## config.mk

```make
export PLATFORM = sky130hd
export DESIGN_NAME = pe_mac_8bit
export DESIGN_NICKNAME = d
export VERILOG_FILES = /design/src/rtl/pe_mac_8bit.sv
export SDC_FILE = /design/constraint.sdc
export NUM_CORES = 1
export LEC_CHECK = 0
export CORE_ASPECT_RATIO = 1.4
export CORE_MARGIN = 1.5
export CORE_UTILIZATION = 61
export CTS_CLUSTER_SIZE = 40
export DETAILED_ROUTE_END_ITERATION = 6
export GPL_TIMING_DRIVEN = 0
export PLACE_DENSITY_LB_ADDON = 0.08
export REMOVE_ABC_BUFFERS = 1
export SETUP_SLACK_MARGIN = 0.3
export SYNTH_ARGS = -nofsm -noshare
export SYNTH_HDL_FRONTEND = slang
export SYNTH_SLANG_ARGS = --single-unit
export TNS_END_PERCENT = 10
```

## constraint.sdc

```tcl
create_clock -name clk -period 4.5 [get_ports clk]
set_clock_uncertainty 0.1 [all_clocks]
set_input_delay 0.675 -clock clk [delete_from_list [all_inputs] [get_ports clk]]
set_output_delay 0.675 -clock clk [all_outputs]
set_load 0.01 [all_outputs]
```

## src/rtl/pe_mac_8bit.sv

```systemverilog
// Output-stationary systolic-array PE: forwards A east and B south, multiplies
// with a carry-save Wallace_8bit, saturating accumulate, one-entry result buffer.

module Wallace_8bit #(
    parameter int APPROX = 0
) (
    input  logic [7:0]  a_i,
    input  logic [7:0]  b_i,
    output logic [15:0] prod_o
);
    // Columns below APPROX are dropped from every partial product.
    localparam logic [15:0] COL_MASK = 16'hFFFF << APPROX;

    // 3:2 compressor on whole rows; returns {sum, carry shifted into place}.
    function automatic logic [31:0] csa(input logic [15:0] x, input logic [15:0] y,
                                        input logic [15:0] z);
        logic [15:0] s;
        logic [15:0] m;
        s = x ^ y ^ z;
        m = (x & y) | (x & z) | (y & z);
        return {s, m[14:0], 1'b0};
    endfunction

    logic [15:0] pp_s [8];
    logic [15:0] s0_s, c0_s, s1_s, c1_s, s2_s, c2_s, s3_s, c3_s, s4_s, c4_s, s5_s, c5_s;

    for (genvar i = 0; i < 8; i++) begin : g_pp
        assign pp_s[i] = ({8'd0, a_i & {8{b_i[i]}}} << i) & COL_MASK;
    end

    assign {s0_s, c0_s} = csa(pp_s[0], pp_s[1], pp_s[2]);
    assign {s1_s, c1_s} = csa(pp_s[3], pp_s[4], pp_s[5]);
    assign {s2_s, c2_s} = csa(s0_s, c0_s, s1_s);
    assign {s3_s, c3_s} = csa(c1_s, pp_s[6], pp_s[7]);
    assign {s4_s, c4_s} = csa(s2_s, c2_s, s3_s);
    assign {s5_s, c5_s} = csa(s4_s, c4_s, c3_s);
    assign prod_o       = s5_s + c5_s;
endmodule

module pe_mac_8bit #(
    parameter int APPROX = 0,
    parameter int ACC_W  = 24
) (
    input  logic             clk,
    input  logic             rst_n,
    input  logic [7:0]       a_in,
    input  logic             a_vin,
    input  logic [7:0]       b_in,
    input  logic             b_vin,
    input  logic             acc_clr,
    input  logic             drain,
    input  logic             res_ready,
    output logic [7:0]       a_out,
    output logic             a_vout,
    output logic [7:0]       b_out,
    output logic             b_vout,
    output logic [ACC_W-1:0] res_data,
    output logic [7:0]       res_cnt,
    output logic             res_sat,
    output logic             res_valid,
    output logic             ovf_err
);
    typedef enum logic {BUF_EMPTY = 1'b0, BUF_FULL = 1'b1} buf_state_e;

    logic [7:0]       a_q, b_q;
    logic             av_q, bv_q;
    logic [ACC_W-1:0] acc_q, acc_d;
    logic [7:0]       cnt_q, cnt_d;
    logic             sat_q, sat_d;
    logic [ACC_W-1:0] rdata_q, rdata_d;
    logic [7:0]       rcnt_q, rcnt_d;
    logic             rsat_q, rsat_d;
    buf_state_e       state_q, state_d;
    logic             ovf_q, ovf_d;

    logic             mac_s;
    logic [15:0]      prod_s;
    logic [ACC_W:0]   sum_s;
    logic [ACC_W-1:0] acc_next_s;
    logic [7:0]       cnt_next_s;
    logic             sat_next_s;
    logic             drain_ok_s;

    Wallace_8bit #(.APPROX(APPROX)) u_mul (
        .a_i    (a_in),
        .b_i    (b_in),
        .prod_o (prod_s)
    );

    assign mac_s      = a_vin & b_vin;
    assign sum_s      = {1'b0, acc_q} + (ACC_W + 1)'(prod_s);
    assign drain_ok_s = drain & ((state_q == BUF_EMPTY) | res_ready);

    // Value the tile would hold after this cycle's MAC, with saturation folded in.
    always_comb begin
        acc_next_s = acc_q;
        cnt_next_s = cnt_q;
        sat_next_s = sat_q;
        if (mac_s) begin
            acc_next_s = sum_s[ACC_W] ? {ACC_W{1'b1}} : sum_s[ACC_W-1:0];
            cnt_next_s = (cnt_q == 8'hFF) ? cnt_q : cnt_q + 8'd1;
            sat_next_s = sat_q | sum_s[ACC_W];
        end else begin
            acc_next_s = acc_q;
        end
    end

    // Accumulator priority (accepted drain > clear > MAC) and result buffer control.
    always_comb begin
        acc_d   = acc_q;
        cnt_d   = cnt_q;
        sat_d   = sat_q;
        rdata_d = rdata_q;
        rcnt_d  = rcnt_q;
        rsat_d  = rsat_q;
        state_d = state_q;
        ovf_d   = drain & (state_q == BUF_FULL) & ~res_ready;

        if (drain_ok_s) begin
            rdata_d = acc_next_s;
            rcnt_d  = cnt_next_s;
            rsat_d  = sat_next_s;
            state_d = BUF_FULL;
            acc_d   = {ACC_W{1'b0}};
            cnt_d   = 8'd0;
            sat_d   = 1'b0;
        end else begin
            // A rejected drain leaves the tile alive, so clear/MAC still apply.
            if (acc_clr) begin
                acc_d = mac_s ? ACC_W'(prod_s) : {ACC_W{1'b0}};
                cnt_d = {7'd0, mac_s};
                sat_d = 1'b0;
            end else if (mac_s) begin
                acc_d = acc_next_s;
                cnt_d = cnt_next_s;
                sat_d = sat_next_s;
            end else begin
                acc_d = acc_q;
            end
            if ((state_q == BUF_FULL) && res_ready) begin
                state_d = BUF_EMPTY;
            end else begin
                state_d = state_q;
            end
        end
    end

    // All state, including the forwarding pipeline, in one register bank.
    always_ff @(posedge clk or negedge rst_n) begin
        if (!rst_n) begin
            a_q     <= 8'd0;
            av_q    <= 1'b0;
            b_q     <= 8'd0;
            bv_q    <= 1'b0;
            acc_q   <= {ACC_W{1'b0}};
            cnt_q   <= 8'd0;
            sat_q   <= 1'b0;
            rdata_q <= {ACC_W{1'b0}};
            rcnt_q  <= 8'd0;
            rsat_q  <= 1'b0;
            state_q <= BUF_EMPTY;
            ovf_q   <= 1'b0;
        end else begin
            a_q     <= a_in;
            av_q    <= a_vin;
            b_q     <= b_in;
            bv_q    <= b_vin;
            acc_q   <= acc_d;
            cnt_q   <= cnt_d;
            sat_q   <= sat_d;
            rdata_q <= rdata_d;
            rcnt_q  <= rcnt_d;
            rsat_q  <= rsat_d;
            state_q <= state_d;
            ovf_q   <= ovf_d;
        end
    end

    assign a_out     = a_q;
    assign a_vout    = av_q;
    assign b_out     = b_q;
    assign b_vout    = bv_q;
    assign res_data  = rdata_q;
    assign res_cnt   = rcnt_q;
    assign res_sat   = rsat_q;
    assign res_valid = (state_q == BUF_FULL);
    assign ovf_err   = ovf_q;
endmodule

```

**Word level (Yosys, flattened, before mapping)**

Cells that the tools add are included.

- Register bits after elaboration: 86
- Input bits: 23
- Output and inout bits: 53

- Add/subtract/negate cells: 3
- Equality and inequality tests: 1
- Muxes and demuxes: 17
- Bitwise gates (word level): 58
- Reduce and logical (&&, ||, !) cells: 3

Operator list:

| operator | count |
|---|---|
| 15-bit bitwise AND | 10 |
| 15-bit OR | 10 |
| 24-bit two-way mux | 5 |
| 16-bit bitwise XOR | 5 |
| 8-bit bitwise AND | 8 |
| 8-bit two-way mux | 5 |
| 24-bit by 16-bit adder with 25-bit output | 1 |
| 16-bit adder | 1 |
| 16-bit two-way mux | 1 |
| 16-bit by 13-bit bitwise XOR with 16-bit output | 1 |
| 16-bit by 14-bit bitwise XOR with 16-bit output | 1 |
| 16-bit by 15-bit bitwise XOR with 16-bit output | 1 |
| 14-bit by 15-bit bitwise AND with 15-bit output | 1 |
| 15-bit by 14-bit bitwise AND with 15-bit output | 1 |
| 15-bit by 10-bit OR with 15-bit output | 1 |
| 15-bit by 13-bit OR with 15-bit output | 1 |
| 11-bit by 13-bit bitwise AND with 13-bit output | 1 |
| 12-bit by 13-bit bitwise AND with 13-bit output | 1 |
| 12-bit by 13-bit bitwise XOR with 13-bit output | 1 |
| 11-bit by 12-bit bitwise AND with 12-bit output | 1 |
| 11-bit by 12-bit bitwise XOR with 12-bit output | 1 |
| 8-bit by 10-bit bitwise AND with 10-bit output | 1 |
| 9-bit by 10-bit bitwise AND with 10-bit output | 1 |
| 9-bit by 10-bit bitwise XOR with 10-bit output | 1 |
| other kinds (11) | 21 |

**Longest topological paths before layout**

Gate-level depths: netlist of run 1.

- Depth in word-level cells: 20
- Depth in mapped cells: 24
- Depth with buffers taken out: 22

**By module**

Synthesis of run 1 repeated with hierarchy kept, for this count alone.

- Cells, all modules: 675
- Area, all modules: 6263.5 um2

Modules (own cells, without submodules):

| module | instances | cells an instance | area each (um2) | sequential area each (um2) |
|---|---|---|---|---|
| pe_mac_8bit | 1 | 472 | 4413.0 | 2152.1 |
| Wallace_8bit | 1 | 203 | 1850.5 | 0.0 |

**Least setup slack after synthesis of run 1**

Ideal clock, no wire load.

- Path kind: input port to flip-flop
- Start point: input port a_in[2]
- End point: register acc_q[14]
- Library setup time: 0.128 ns
- Arrival time: 6.254 ns
- Data required time: 4.272 ns
- Setup slack: -1.982 ns
- Stages on the path: 24
- Path through: and2_1 > fa_1 > inv_1 > fa_1 > inv_1 > fa_1 > ha_1 > ha_1 > fa_1 > a211oi_1 > o21ai_0 > a2111oi_0 > o31a_1 > xnor2_1 > ha_1 > buf_2 > a21oi_1 > o21ai_0 > o21ai_0 > or3b_2 > buf_2 > a21boi_0 > a2bb2oi_1 > o31ai_1

- Word-level cells in the longest chain between the ends: 20
- Elaborated cells between the ends (all ways): 58
- Those cells by class: add/sub: 2; mux: 6; bitwise: 50

Ends and longest elaborated chain:

| item | line | text |
|---|---|---|
| start: declaration | 46 | `input logic [7:0] a_in,` |
| 8-bit bitwise AND | 28 | `assign pp_s[i] = ({8'd0, a_i & {8{b_i[i]}}} << i) & COL_MASK;` |
| 8-bit by 9-bit bitwise AND with 9-bit output / 8-bit by 10-bit bitwise AND with 10-bit output (equally long branches) | 20 | `m = (x & y) \| (x & z) \| (y & z);` |
| 15-bit OR | 20 |  |
| 15-bit by 10-bit OR with 15-bit output | 20 |  |
| 15-bit bitwise AND | 20 |  |
| 15-bit OR (2 in series) | 20 |  |
| 15-bit bitwise AND | 20 |  |
| 15-bit OR (2 in series) | 20 |  |
| 15-bit bitwise AND | 20 |  |
| 15-bit OR (2 in series) | 20 |  |
| 16-bit adder * | 37 | `assign prod_o = s5_s + c5_s;` |
| 24-bit by 16-bit adder with 25-bit output | 91 | `assign sum_s = {1'b0, acc_q} + (ACC_W + 1)'(prod_s);` |
| 24-bit two-way mux | 100 | `acc_next_s = sum_s[ACC_W] ? {ACC_W{1'b1}} : sum_s[ACC_W-1:0];` |
| 24-bit two-way mux | 99 | `if (mac_s) begin` |
| 24-bit two-way mux | 133 | `end else if (mac_s) begin` |
| 24-bit two-way mux * | 129 | `if (acc_clr) begin` |
| 24-bit two-way mux * | 119 | `if (drain_ok_s) begin` |
| end signal: assignment | 155 | `acc_q <= {ACC_W{1'b0}};` |
| end: declaration | 67 | `logic [ACC_W-1:0] acc_q, acc_d;` |

Every way passes the cells marked *; elsewhere a longest branch is shown, timed or not. The select of a mux whose other input is x is not followed.
A chain may end at the register's enable or synchronous reset.

**Worst setup path after layout of run 1**

- Start point: input port b_in[3]
- End point: register acc_q[0]

- Word-level cells in the longest chain between the ends: 19
- Elaborated cells between the ends (all ways): 39
- Those cells by class: add/sub: 2; mux: 5; bitwise: 32

Ends and longest elaborated chain:

| item | line | text |
|---|---|---|
| start: declaration | 48 | `input logic [7:0] b_in,` |
| 8-bit bitwise AND * | 28 |  |
| 11-bit by 12-bit bitwise XOR with 12-bit output (tied with other cells) | 19 | `s = x ^ y ^ z;` |
| 12-bit by 13-bit bitwise XOR with 13-bit output / 15-bit OR (equally long branches) | 19, 20 |  |
| 15-bit bitwise AND / 15-bit by 13-bit OR with 15-bit output (equally long branches) | 20 |  |
| 15-bit OR / 16-bit by 14-bit bitwise XOR with 16-bit output (equally long branches) | 20, 19 |  |
| 15-bit OR / 16-bit by 15-bit bitwise XOR with 16-bit output (equally long branches) | 20, 19 |  |
| 15-bit bitwise AND | 20 |  |
| 15-bit OR (2 in series) | 20 |  |
| 15-bit bitwise AND | 20 |  |
| 15-bit OR (2 in series) | 20 |  |
| 16-bit adder * | 37 |  |
| 24-bit by 16-bit adder with 25-bit output * | 91 |  |
| 24-bit two-way mux * | 100 |  |
| 24-bit two-way mux * | 99 |  |
| 24-bit two-way mux * | 133 |  |
| 24-bit two-way mux * | 129 |  |
| 24-bit two-way mux * | 119 |  |

Marks and branches as above.

==> impl_summary.txt, run 1 <==
----------------------------------------------------
[Clock network]
  Buffer cell driving the clock tree root ... sky130_fd_sc_hd__clkbuf_16
  Clock latency on the worst-skew pair ... 0.35 ns
  Number of H-tree branching levels ... 3
  Clock tree from TritonCTS ... built
  Maximum clock insertion buffer count ... 2
  Clock transition time at the flip-flop clock pins of the worst setup and hold paths ... 0.07 ns
  Number of clock sinks seen by CTS ... 86
  CTS buffer count ... 9

[Synth]
  Async set or reset register ratio after synthesis ... 100%
  Yosys top cell area share ... 34.9%
  Number of flip-flops and latches in the synthesized netlist ... 86
  Biggest area contributors in the synthesized netlist ... sky130_fd_sc_hd__dfrtp_1 35%, sky130_fd_sc_hd__fa_1 13%, sky130_fd_sc_hd__ha_1 9.1%
  Number of unique standard cell types used by synthesis ... 55
  Post-Synthesis Mean Instance Area ... 9.34 um2
  Summed instance area of the synthesized netlist ... 6170 um2
  Count of flip-flops with a built-in enable after synthesis ... 0
  Seq/Total Area, Yosys ... 34.9%
  Instance count of the mapped netlist ... 661
  Count of yosys warnings during synthesis ... 0
  Top_reg_cell synth ... sky130_fd_sc_hd__dfrtp_1
  Post-synth top area cell ... sky130_fd_sc_hd__dfrtp_1

[Detailed routing]
  First-pass detailed-route iteration total ... 5
  Count of routing violations after the opening detailed-route iteration ... 278
  Remaining DRCs ... 0
  DRT Wirelength ... 16.2 mm
  Number of vias in the routed layout ... 5297
  Antenna-violating nets left ... 0
  Routed wirelength normalized by instance count ... 18.0 um
  Number of vias per cell ... 5.90

[Floorplanning]
  Die W ... 88.0 um
  Die height ... 122 um
  Top-level port count ... 76
  Core area ... 9900 um2
  Die Area ... 10700 um2
  Initial core utilization ... 62.3%
  Cell row count ... 43

[Global routing]
  Via count of the first global-routing pass ... 5301
  Total global-route track usage ... 31.4%
  First-pass GRT wire length ... 25.8 mm
  Pin count of the biggest net entering global routing ... 55
  Number of antenna violations at the first check in global routing ... 0
  Overflow after GRT ... 0

[STA]
  Share of the clock period used by the worst path ... 131%
  Least-Margin Pin Slew ... 1.01 ns
  Max frequency ... 170 MHz
  Final Max Tran Viols ... 0
  Post-layout minimum cycle time ... 5.88 ns
  Relative slew slack ... 32.7%
  Total count of hold-check failures in the final report ... 0
  Final number of setup-violating endpoints ... 50
  RSZ-0062 raised after global routing ... yes
  Total Negative Setup Slacks ... -64.10 ns
  Setup ws final ... -1.38 ns

[Layout]
  Final core utilization ... 81.0%
  Filler cell count ... 657
  Design Area, Final ... 8010 um2
  Layout net count ... 866
  Final non-filler cell total ... 898
  Relative area change from synthesis to final layout ... 29.8%
  Sequential cell area ... 2150 um2
  Footprint of the multi-input gates ... 4180 um2
  Share of layout cells above drive strength 1 ... 18.5%
  Antenna cells ... 0

[Worst setup path]
  RR Endpoint ... res_data[18]
  Cells on worst reg2reg path ... 9
  Slowest stage delay, CP ... 0.56 ns
  Launching point of the worst reg2reg path ... acc_q[0]
  Worst path bufs/invs ... 4
  Worst setup slack for register-to-register paths ... 1.38 ns
  Data arrival time at the worst-slack endpoint ... 6.04 ns
  Crit end category ... flop
  Crit path max fanout ... 8
  Worst Path Class, Setup ... input pin to flop
  Kind of start point of the critical path ... input pin
  Cell family contributing the most delay on the critical path ... adder cells
  Data required time at the worst endpoint ... 4.66 ns
  Critical path cell sequence ... buf_12 -> and2_4 -> fa_2 -> inv_1 -> fa_2 -> fa_1 -> inv_2 -> fa_1 -> ha_4 -> a211oi_2 -> o21ai_2 -> a2111oi_4 -> o31a_1 -> xnor2_2 -> ha_4 -> nand2_2 -> o21a_1 -> o211a_4 -> buf_6 -> nor2_1 -> nor3_2 -> or3_1 -> a21oi_1
  Crit path max-delay cell type ... sky130_fd_sc_hd__fa_1

[Status]
  Failing checks ... setup timing
  Result of the run ... finished, violations left

[Place]
  Instance count after placement with tap cells included ... 849
  Final RePlAce weighted congestion ... 0.904
  Instance area at placement ... 7050 um2
  Post-DP HPWL ... 10.8 mm
  Setup slack at placement ... -3.48 ns
  Port buffer count ... 75

[Pwr]
  Standby leakage power ... 3.62 nW
  Total power per unit cell area ... 591 nW/um2
  Clock share of power ... 16.6%
  Share of total power in combinational logic ... 64.0%
  Sequential cell fraction of total power ... 19.4%
  Cell internal power dissipation ... 2.69 mW
  Worst-case vdd ir drop ... 357 uV
  Fraction of power spent switching nets ... 43.3%
  Switching power total ... 2.05 mW

[Hold path]
  Tightest Hold Check Type ... input pin to asynchronous set/reset pin

[Run]
  Number of max-cap violations ... 0

----------------------------------------------------
cell usage after synthesis (3+ instances only):
master and instances:
sky130_fd_sc_hd__o21ai_0 45, sky130_fd_sc_hd__dfrtp_1 86, sky130_fd_sc_hd__nor2_1 58, sky130_fd_sc_hd__mux2i_1 5, sky130_fd_sc_hd__clkbuf_1 17, sky130_fd_sc_hd__and3_1 4
sky130_fd_sc_hd__xnor2_1 12, sky130_fd_sc_hd__o22a_1 3, sky130_fd_sc_hd__a21o_1 10, sky130_fd_sc_hd__fa_1 40, sky130_fd_sc_hd__buf_2 4, sky130_fd_sc_hd__nand3b_1 5
sky130_fd_sc_hd__nor3_1 14, sky130_fd_sc_hd__nand2_1 82, sky130_fd_sc_hd__o31ai_1 11, sky130_fd_sc_hd__o2111ai_1 4, sky130_fd_sc_hd__nand3_1 15, sky130_fd_sc_hd__inv_1 42
sky130_fd_sc_hd__nand4_1 4, sky130_fd_sc_hd__a31oi_1 4, sky130_fd_sc_hd__and2_1 45, sky130_fd_sc_hd__a21oi_1 29, sky130_fd_sc_hd__o21a_1 6, sky130_fd_sc_hd__xor2_1 14
sky130_fd_sc_hd__a211o_1 3, sky130_fd_sc_hd__a211oi_1 3, sky130_fd_sc_hd__o22ai_1 10, sky130_fd_sc_hd__ha_1 45, sky130_fd_sc_hd__o211ai_1 3, sky130_fd_sc_hd__nand2b_1 4
routing by layer:
layer  wire length [um]  track usage, %  share of wire (%)
met5                  0               0                  0
met4                534            13.3                3.3
met3                753            6.17                4.7
met2               8540            53.5                 53
met1               6350            38.3                 39
worst max path at each step:
stage / startpoint / end / slack, ns / cells after the start
4_1_cts: b_in[3] / res_data[14] / -1.28 / 23
3_3_place_gp: b_in[0] / res_data[1] / -4.65 / 21
6_report: b_in[3] / acc_q[0] / -1.38 / 23
5_1_grt: b_in[3] / acc_q[3] / -1.60 / 22
3_5_place_dp: a_in[2] / acc_q[3] / -3.48 / 22
2_1_floorplan: a_in[2] / acc_q[10] / -2.54 / 21
power groups by stage:
stage / logic (mW) / clock network (mW) / registers [mW]
after floorplan: 1.60 / 0 / 0.953
after global placement: 2.14 / 0 / 0.928
after detailed placement: 2.20 / 0 / 0.933
after CTS: 2.75 / 0.785 / 0.920
after global routing: 3.26 / 0.826 / 0.930
final: 3.03 / 0.786 / 0.920
stage by stage:
stage,power (mW),hold slack (ns)
after global placement,3.07,0.358
after CTS,4.45,0.205
after detailed placement,3.13,0.367
after global routing,5.02,0.228
final,4.73,0.181
after floorplan,2.55,0.279
timing repair:
item / 4_1_cts / 5_1_grt
endpoints found under the setup margin: 50 / 50
gates cloned: 2 / 0
endpoints found under the hold margin: 0 / 0
hold buffers: 0 / 0
pin swaps: 60 / 30
buffers inserted: 23 / 8
gates resized for setup: 165 / 37
cell families (layout without fill, tap and decap cells):
kind of cell	after synthesis	after routing	synth area share (%)
buf+inv	66	166	4.12
flops	86	86	34.9
compound gates	150	152	15.7
fa+ha+maj	85	85	22.1
simple gates	243	243	18.7
xor+xnor	26	26	3.69
mux	5	5	0.811
flip-flops by register name (all words and copies together) (netlist names):
signal	flops
a_vout	1
acc_q	24
ovf_err	1
a_out	8
sat_q	1
cnt_q	8
res_cnt	8
res_data	24
res_sat	1
res_valid	1
b_vout	1
b_out	8
final cells by class:
cell class / count / share of cell area (%)
Inverter: 42 / 1.97
Tap cell: 135 / 2.11
Timing Repair Buffer: 108 / 13.1
Clock buffer: 9 / 2.81
Clock inverter: 7 / 0.999
Sequential cell: 86 / 26.9
Multi-Input combinational cell: 511 / 52.1
cells in the final DEF, fill, tap and decap left out, drive strengths merged, types with 3 or more instances in the layout:
master,instances
o22a,3
nand3b,5
nand3,15
clkbuf,11
nor2,58
clkdlybuf4s50,58
ha,45
dfrtp,86
and2,46
a21o,10
a31oi,4
buf,46
a21oi,29
o211ai,3
inv,45
o21ai,48
and3,4
fa,40
nand2,82
o21bai,3
o2111ai,4
o22ai,10
nand2b,4
a211oi,4
xnor2,12
xor2,14
o21a,6
nor3,14
o31ai,11
mux2i,5
a211o,3
nand4,4
Power figures use the tool's default switching activity.
==> inputs of run 2 (changes only) <==
- ABC_AREA: not set -> 1
- CORE_UTILIZATION: 61 -> 62
==> run 2 against run 1 <==
- the flow still finishes with violations (setup timing)
- cell area rose by 7.4%
- power fell by 2.2%
- critical endpoint is now acc_q[10]
- largest power group unchanged
- first-iteration DRC count is 4.0% higher
==> impl_summary.txt, run 2 <==
----------------------------------------------------
[Layout]
  Commonest non-fill, non-tap cell in the layout ... sky130_fd_sc_hd__nand2_1
  Final non-filler cell total ... 1118
  Share of layout cells above drive strength 1 ... 18.0%
  Antenna cells ... 0
  Final core utilization ... 80.1%
  Relative area change from synthesis to final layout ... 26.4%
  Layout net count ... 1080
  Top library cells by usage in the layout, fill and taps aside ... 268 x sky130_fd_sc_hd__nand2_1, 134 x sky130_fd_sc_hd__inv_1, 86 x sky130_fd_sc_hd__dfrtp_1, 64 x sky130_fd_sc_hd__nand3_1, 58 x sky130_fd_sc_hd__clkdlybuf4s50_1

[Synth]
  Post-Synthesis Mean Instance Area ... 7.58 um2
  Count of yosys warnings during synthesis ... 0
  Post-synth top area cell ... sky130_fd_sc_hd__dfrtp_1
  Yosys top cell area share ... 31.6%
  Top_reg_cell synth ... sky130_fd_sc_hd__dfrtp_1
  Most numerous cell types in the synthesized netlist ... 291 x sky130_fd_sc_hd__nand2_1, 141 x sky130_fd_sc_hd__inv_1, 86 x sky130_fd_sc_hd__dfrtp_1, 69 x sky130_fd_sc_hd__nand3_1, 45 x sky130_fd_sc_hd__ha_1
  Number of flip-flops and latches in the synthesized netlist ... 86
  Biggest area contributors in the synthesized netlist ... sky130_fd_sc_hd__dfrtp_1 32%, sky130_fd_sc_hd__nand2_1 16%, sky130_fd_sc_hd__fa_1 12%
  Seq/Total Area, Yosys ... 31.6%
  Instance count of the mapped netlist ... 899
  Summed instance area of the synthesized netlist ... 6810 um2
  Async set or reset register ratio after synthesis ... 100%
  Number of unique standard cell types used by synthesis ... 41
  Count leader, synth ... sky130_fd_sc_hd__nand2_1
  Count of flip-flops with a built-in enable after synthesis ... 0

[STA]
  Total count of hold-check failures in the final report ... 0
  Share of the clock period used by the worst path ... 124%
  RSZ-0062 raised after global routing ... yes
  Final Max Tran Viols ... 0
  Post-layout minimum cycle time ... 5.58 ns
  Final number of setup-violating endpoints ... 50
  Least-Margin Pin Slew ... 1.36 ns
  Setup ws final ... -1.08 ns
  Relative slew slack ... 9.15%
  Max frequency ... 179 MHz

[Hold path]
  Tightest Hold Check Type ... input pin to asynchronous set/reset pin

[Clock network]
  Post-cts hold buffer count ... 0
  Clock transition time at the flip-flop clock pins of the worst setup and hold paths ... 0.07 ns
  Clock tree from TritonCTS ... built
  CTS buffer count ... 9
  Number of clock sinks seen by CTS ... 86
  Buffer cell driving the clock tree root ... sky130_fd_sc_hd__clkbuf_16
  Clock latency on the worst-skew pair ... 0.35 ns
  Number of H-tree branching levels ... 3
  Maximum clock insertion buffer count ... 2

[Worst setup path]
  Crit path max-delay cell type ... sky130_fd_sc_hd__fa_1
  Cell family contributing the most delay on the critical path ... adder cells
  RR Endpoint ... res_data[11]
  Data required time at the worst endpoint ... 4.60 ns
  Kind of start point of the critical path ... input pin
  Crit end category ... flop
  Worst path bufs/invs ... 5
  Crit path max fanout ... 9
  Worst setup slack for register-to-register paths ... 1.17 ns
  Worst Path Class, Setup ... input pin to flop
  Launching point of the worst reg2reg path ... res_valid
  Slowest stage delay, CP ... 0.58 ns
  Cells on worst reg2reg path ... 5
  Data arrival time at the worst-slack endpoint ... 5.68 ns

[Floorplanning]
  Die Area ... 11600 um2
  Core area ... 10800 um2
  Die height ... 127 um
  Cell row count ... 45
  Top-level port count ... 76
  Die W ... 91.6 um
  Initial core utilization ... 63.4%

[Detailed routing]
  Routed wirelength normalized by instance count ... 16.0 um
  Remaining DRCs ... 0
  DRT Wirelength ... 17.9 mm
  Antenna-violating nets left ... 0
  First-pass detailed-route iteration total ... 5
  Number of vias per cell ... 5.52
  Number of vias in the routed layout ... 6172
  Count of routing violations after the opening detailed-route iteration ... 289

[Place]
  Post-DP HPWL ... 12.1 mm
  Port buffer count ... 75
  Instance count after placement with tap cells included ... 1083
  Final RePlAce weighted congestion ... 0.947

[Pwr]
  Total power per unit cell area ... 538 nW/um2
  Worst-case vdd ir drop ... 315 uV
  Standby leakage power ... 4.48 nW

[Run]
  Number of max-cap violations ... 0

[Global routing]
  Number of antenna violations at the first check in global routing ... 0
  Via count of the first global-routing pass ... 6458
  Pin count of the biggest net entering global routing ... 67
  Total global-route track usage ... 31.6%
  Overflow after GRT ... 0
  First-pass GRT wire length ... 29.1 mm

[Status]
  Result of the run ... finished, violations left
  Failing checks ... setup timing

----------------------------------------------------
==> run 2: changes by cell type after synthesis, sizes merged, moves of 19 or more <==
cell   change
nor2      -19
nand2    +215
inv       +99
nand3     +67
o21ai     -32
or2       +22
and2      -41
==> run 2: per-stage QoR <==
stage          setup TNS (ns)  setup slack (ns)  hold WS (ns)  power, mW  area (um2)
3_5_place_dp          -114.15             -2.39         0.365       3.04        7620
2_1_floorplan          -51.34             -1.08         0.279       2.47        6670
5_1_grt                -57.00             -1.29         0.117       4.94        8610
4_1_cts                -43.29            -0.935         0.111       4.39        8490
6_report               -48.47             -1.08         0.101       4.63        8610
3_3_place_gp          -146.00             -2.34         0.362       2.98        7590
==> run 2: power breakdown <==
group	switching (mW)	internal (mW)
clock network	0.344	0.494
registers	0.0510	0.853
logic	1.68	1.21
total	2.08	2.55
==> run 2: logic make-up after synthesis <==
| group | count (synthesis) | share of synthesized area [%] |
|---|---|---|
| muxes | 1 | 0.147 |
| and+or+nand+nor | 470 | 30.7 |
| xor gates and xnor gates | 19 | 2.44 |
| adders and majority gates | 85 | 20.0 |
| buffers and inverters | 178 | 10.1 |
| AOI/OAI and AO/OA | 60 | 5.00 |
| DFF | 86 | 31.6 |
==> run 2: how the worst max path moves through the flow <==
stage | start | end | slack, ns | depth (start not counted)
6_report | a_in[6] | acc_q[10] | -1.08 | 27
5_1_grt | a_in[6] | acc_q[19] | -1.29 | 27
4_1_cts | a_in[2] | acc_q[8] | -0.93 | 27
3_5_place_dp | b_in[3] | acc_q[12] | -2.39 | 27
3_3_place_gp | a_in[7] | acc_q[12] | -2.34 | 25
2_1_floorplan | b_in[3] | acc_q[2] | -1.08 | 26
==> run 2: final cells by class <==
type	count	area (um2)
clock inverter	7	103
inverter	145	546
tap	141	176
sequential	86	2150
multi-input combinational	635	4440
clock buffer	9	225
timing repair buffer	95	973
fill	705	2140
==> run 2: per-layer routing <==
layer	vias to the layer above	GRT usage [%]	wire (um)	share of wire, %
met5	-	0	0	0
met4	0	15.1	619	3.5
met3	50	4.29	630	3.5
met2	190	60.2	9870	55
met1	3017	34.0	6740	38
li1	2915	-	-	-
==> run 2: what timing repair did <==
action / in CTS / in global routing
setup buffers: 15 / 3
endpoints found under the setup margin: 50 / 50
resized for setup: 179 / 25
gates cloned: 1 / 0
pin swaps: 45 / 32
==> inputs of run 3 (changes only) <==
- PLACE_DENSITY: not set -> 0.84
- PLACE_DENSITY_LB_ADDON: 0.08 -> not set
==> run 3 against run 2 <==
- the run still ends with setup timing left
- critical path depth is 1 higher
- flip-flop and latch count stayed put
- global-route usage is 1.3 points lower
- sequential share of layout area is 0.51 points lower
- critical endpoint is now sat_q
- largest cell class unchanged
==> impl_summary.txt, run 3 (synthesis results as in run 2) <==
----------------------------------------------------
[Clock network]
  Buffer cell driving the clock tree root ... sky130_fd_sc_hd__clkbuf_16
  CTS buffer count ... 9
  Number of clock sinks seen by CTS ... 86
  Post-cts hold buffer count ... 0
  Clock transition time at the flip-flop clock pins of the worst setup and hold paths ... 0.07 ns
  Maximum clock insertion buffer count ... 2
  Clock tree from TritonCTS ... built
  Number of H-tree branching levels ... 3
  Clock latency on the worst-skew pair ... 0.35 ns

[STA]
  Share of the clock period used by the worst path ... 123%
  RSZ-0062 raised after global routing ... yes
  Worst hold margin ... 0.154 ns
  Setup ws final ... -1.05 ns
  Final Max Tran Viols ... 0
  Relative slew slack ... 11.2%
  Final number of setup-violating endpoints ... 50
  Post-layout minimum cycle time ... 5.55 ns
  Least-Margin Pin Slew ... 1.33 ns
  Max frequency ... 180 MHz
  Total count of hold-check failures in the final report ... 0

[Detailed routing]
  Remaining DRCs ... 0
  Antenna-violating nets left ... 0
  DRT Wirelength ... 18.2 mm
  First-pass detailed-route iteration total ... 5
  Number of vias in the routed layout ... 6314
  Number of vias per cell ... 5.62
  Routed wirelength normalized by instance count ... 16.2 um
  Count of routing violations after the opening detailed-route iteration ... 496

[Pwr]
  Cell internal power dissipation ... 2.59 mW
  Switching power total ... 2.15 mW
  Share of total power in combinational logic ... 64.2%
  Clock share of power ... 16.7%
  Worst-case vdd ir drop ... 376 uV
  Fraction of power spent switching nets ... 45.3%
  Standby leakage power ... 4.57 nW
  Sequential cell fraction of total power ... 19.1%
  Total power per unit cell area ... 539 nW/um2

[Place]
  Post-DP HPWL ... 11.4 mm
  Port buffer count ... 75
  Final RePlAce weighted congestion ... 0.937
  Instance count after placement with tap cells included ... 1083

[Floorplanning]
  Die W ... 91.6 um
  Core area ... 10800 um2
  Initial core utilization ... 63.4%
  Die height ... 127 um
  Die Area ... 11600 um2
  Cell row count ... 45
  Top-level port count ... 76

[Layout]
  Antenna cells ... 0
  Final core utilization ... 81.7%
  Layout net count ... 1085
  Final non-filler cell total ... 1123
  Commonest non-fill, non-tap cell in the layout ... sky130_fd_sc_hd__nand2_1
  Top library cells by usage in the layout, fill and taps aside ... 260 x sky130_fd_sc_hd__nand2_1, 128 x sky130_fd_sc_hd__inv_1, 86 x sky130_fd_sc_hd__dfrtp_1, 58 x sky130_fd_sc_hd__clkdlybuf4s50_1, 56 x sky130_fd_sc_hd__nand3_1
  Share of layout cells above drive strength 1 ... 21.4%
  Relative area change from synthesis to final layout ... 29.0%

[Run]
  Number of max-cap violations ... 0

[Worst setup path]
  Launching point of the worst reg2reg path ... res_valid
  Worst path bufs/invs ... 7
  Launch point of the critical path ... a_in[3]
  Worst Path Class, Setup ... input pin to flop
  Data arrival time at the worst-slack endpoint ... 5.69 ns
  Crit path max fanout ... 7
  Crit path max-delay cell type ... sky130_fd_sc_hd__fa_2
  Cell family contributing the most delay on the critical path ... adder cells
  Kind of start point of the critical path ... input pin
  Data required time at the worst endpoint ... 4.64 ns
  Crit end category ... flop
  Slowest stage delay, CP ... 0.56 ns

[Global routing]
  First-pass GRT wire length ... 28.1 mm
  Overflow after GRT ... 0
  Number of antenna violations at the first check in global routing ... 0
  Via count of the first global-routing pass ... 6185
  Total global-route track usage ... 30.4%
  Pin count of the biggest net entering global routing ... 62

[Status]
  Result of the run ... finished, violations left
  Failing checks ... setup timing

[Hold path]
  Tightest Hold Check Type ... input pin to asynchronous set/reset pin

----------------------------------------------------
-- run 3: cell count changes in the layout (fill, tap and decap cells not counted), moves of 5 or more --
cell	before	now
sky130_fd_sc_hd__buf_4	19	24
sky130_fd_sc_hd__inv_2	8	13
sky130_fd_sc_hd__a21oi_1	27	22
sky130_fd_sc_hd__a21oi_2	6	11
sky130_fd_sc_hd__nand3_2	13	22
sky130_fd_sc_hd__nand3_1	64	56
sky130_fd_sc_hd__nand2_1	268	260
sky130_fd_sc_hd__nand2_4	5	11
sky130_fd_sc_hd__inv_1	134	128
-- run 3: metrics by stage --
step           instance area (um2)  TNS, ns  total power [mW]  setup WS (ns)
6_report                      8790   -47.99              4.74          -1.05
5_1_grt                       8790   -58.49              5.05          -1.31
4_1_cts                       8410   -42.05              4.26         -0.919
3_5_place_dp                  7620  -114.07              3.03          -2.40
3_3_place_gp                  7590  -151.10              2.97          -2.38
2_1_floorplan                 6670   -51.34              2.47          -1.08
-- run 3: cell type report --
class | instances | area [um2]
clock buffer | 10 | 239
clock inverter | 6 | 76.3
fill | 674 | 1970
inverter | 145 | 548
multi-input combinational | 635 | 4560
sequential | 86 | 2150
tap | 141 | 176
timing repair buffer | 100 | 1040
-- run 3: metal layers --
| metal | part of all wire [%] | GRT usage, % | up-vias |
|---|---|---|---|
| met5 | 0 | 0 | - |
| li1 | - | - | 2924 |
| met2 | 54 | 57.2 | 270 |
| met3 | 5.0 | 3.99 | 68 |
| met4 | 4.6 | 14.1 | 0 |
| met1 | 36 | 33.4 | 3052 |
-- run 3: path summary, 6_finish.rpt --
kind / slack (ns) / to / cells after the start
max: -1.05 / sat_q / 28
min: 0.15 / b_vout / 1
max reg2reg: 1.21 / res_data[4] / 5
min reg2reg: 0.37 / res_data[23] / 2
max in group asynchronous: 3.53 / b_out[5] / 2
min in group clk: 0.37 / b_out[3] / 1
-- run 3: repair_timing --
item                                    4_1_cts  5_1_grt
gates resized for setup                     177       68
cloned                                        1        1
endpoints found under the setup margin       50       50
pin swaps                                    44       53
buffers inserted                             11       11
-- run 3: power by group through the flow --
stage / logic, mW / clock network (mW) / registers (mW)
final: 3.04 / 0.792 / 0.905
after CTS: 2.56 / 0.801 / 0.898
after global routing: 3.31 / 0.830 / 0.913
after floorplan: 1.54 / 0 / 0.932
after global placement: 2.07 / 0 / 0.908
after detailed placement: 2.12 / 0 / 0.910
-- run 3: worst reg2reg max path, delay by kind of cell, from the launching register on --
kind                   cells  cell delay (ns)
buffers and inverters      1             1.13
DFF                        1             0.35
and+or+nand+nor            4             1.59
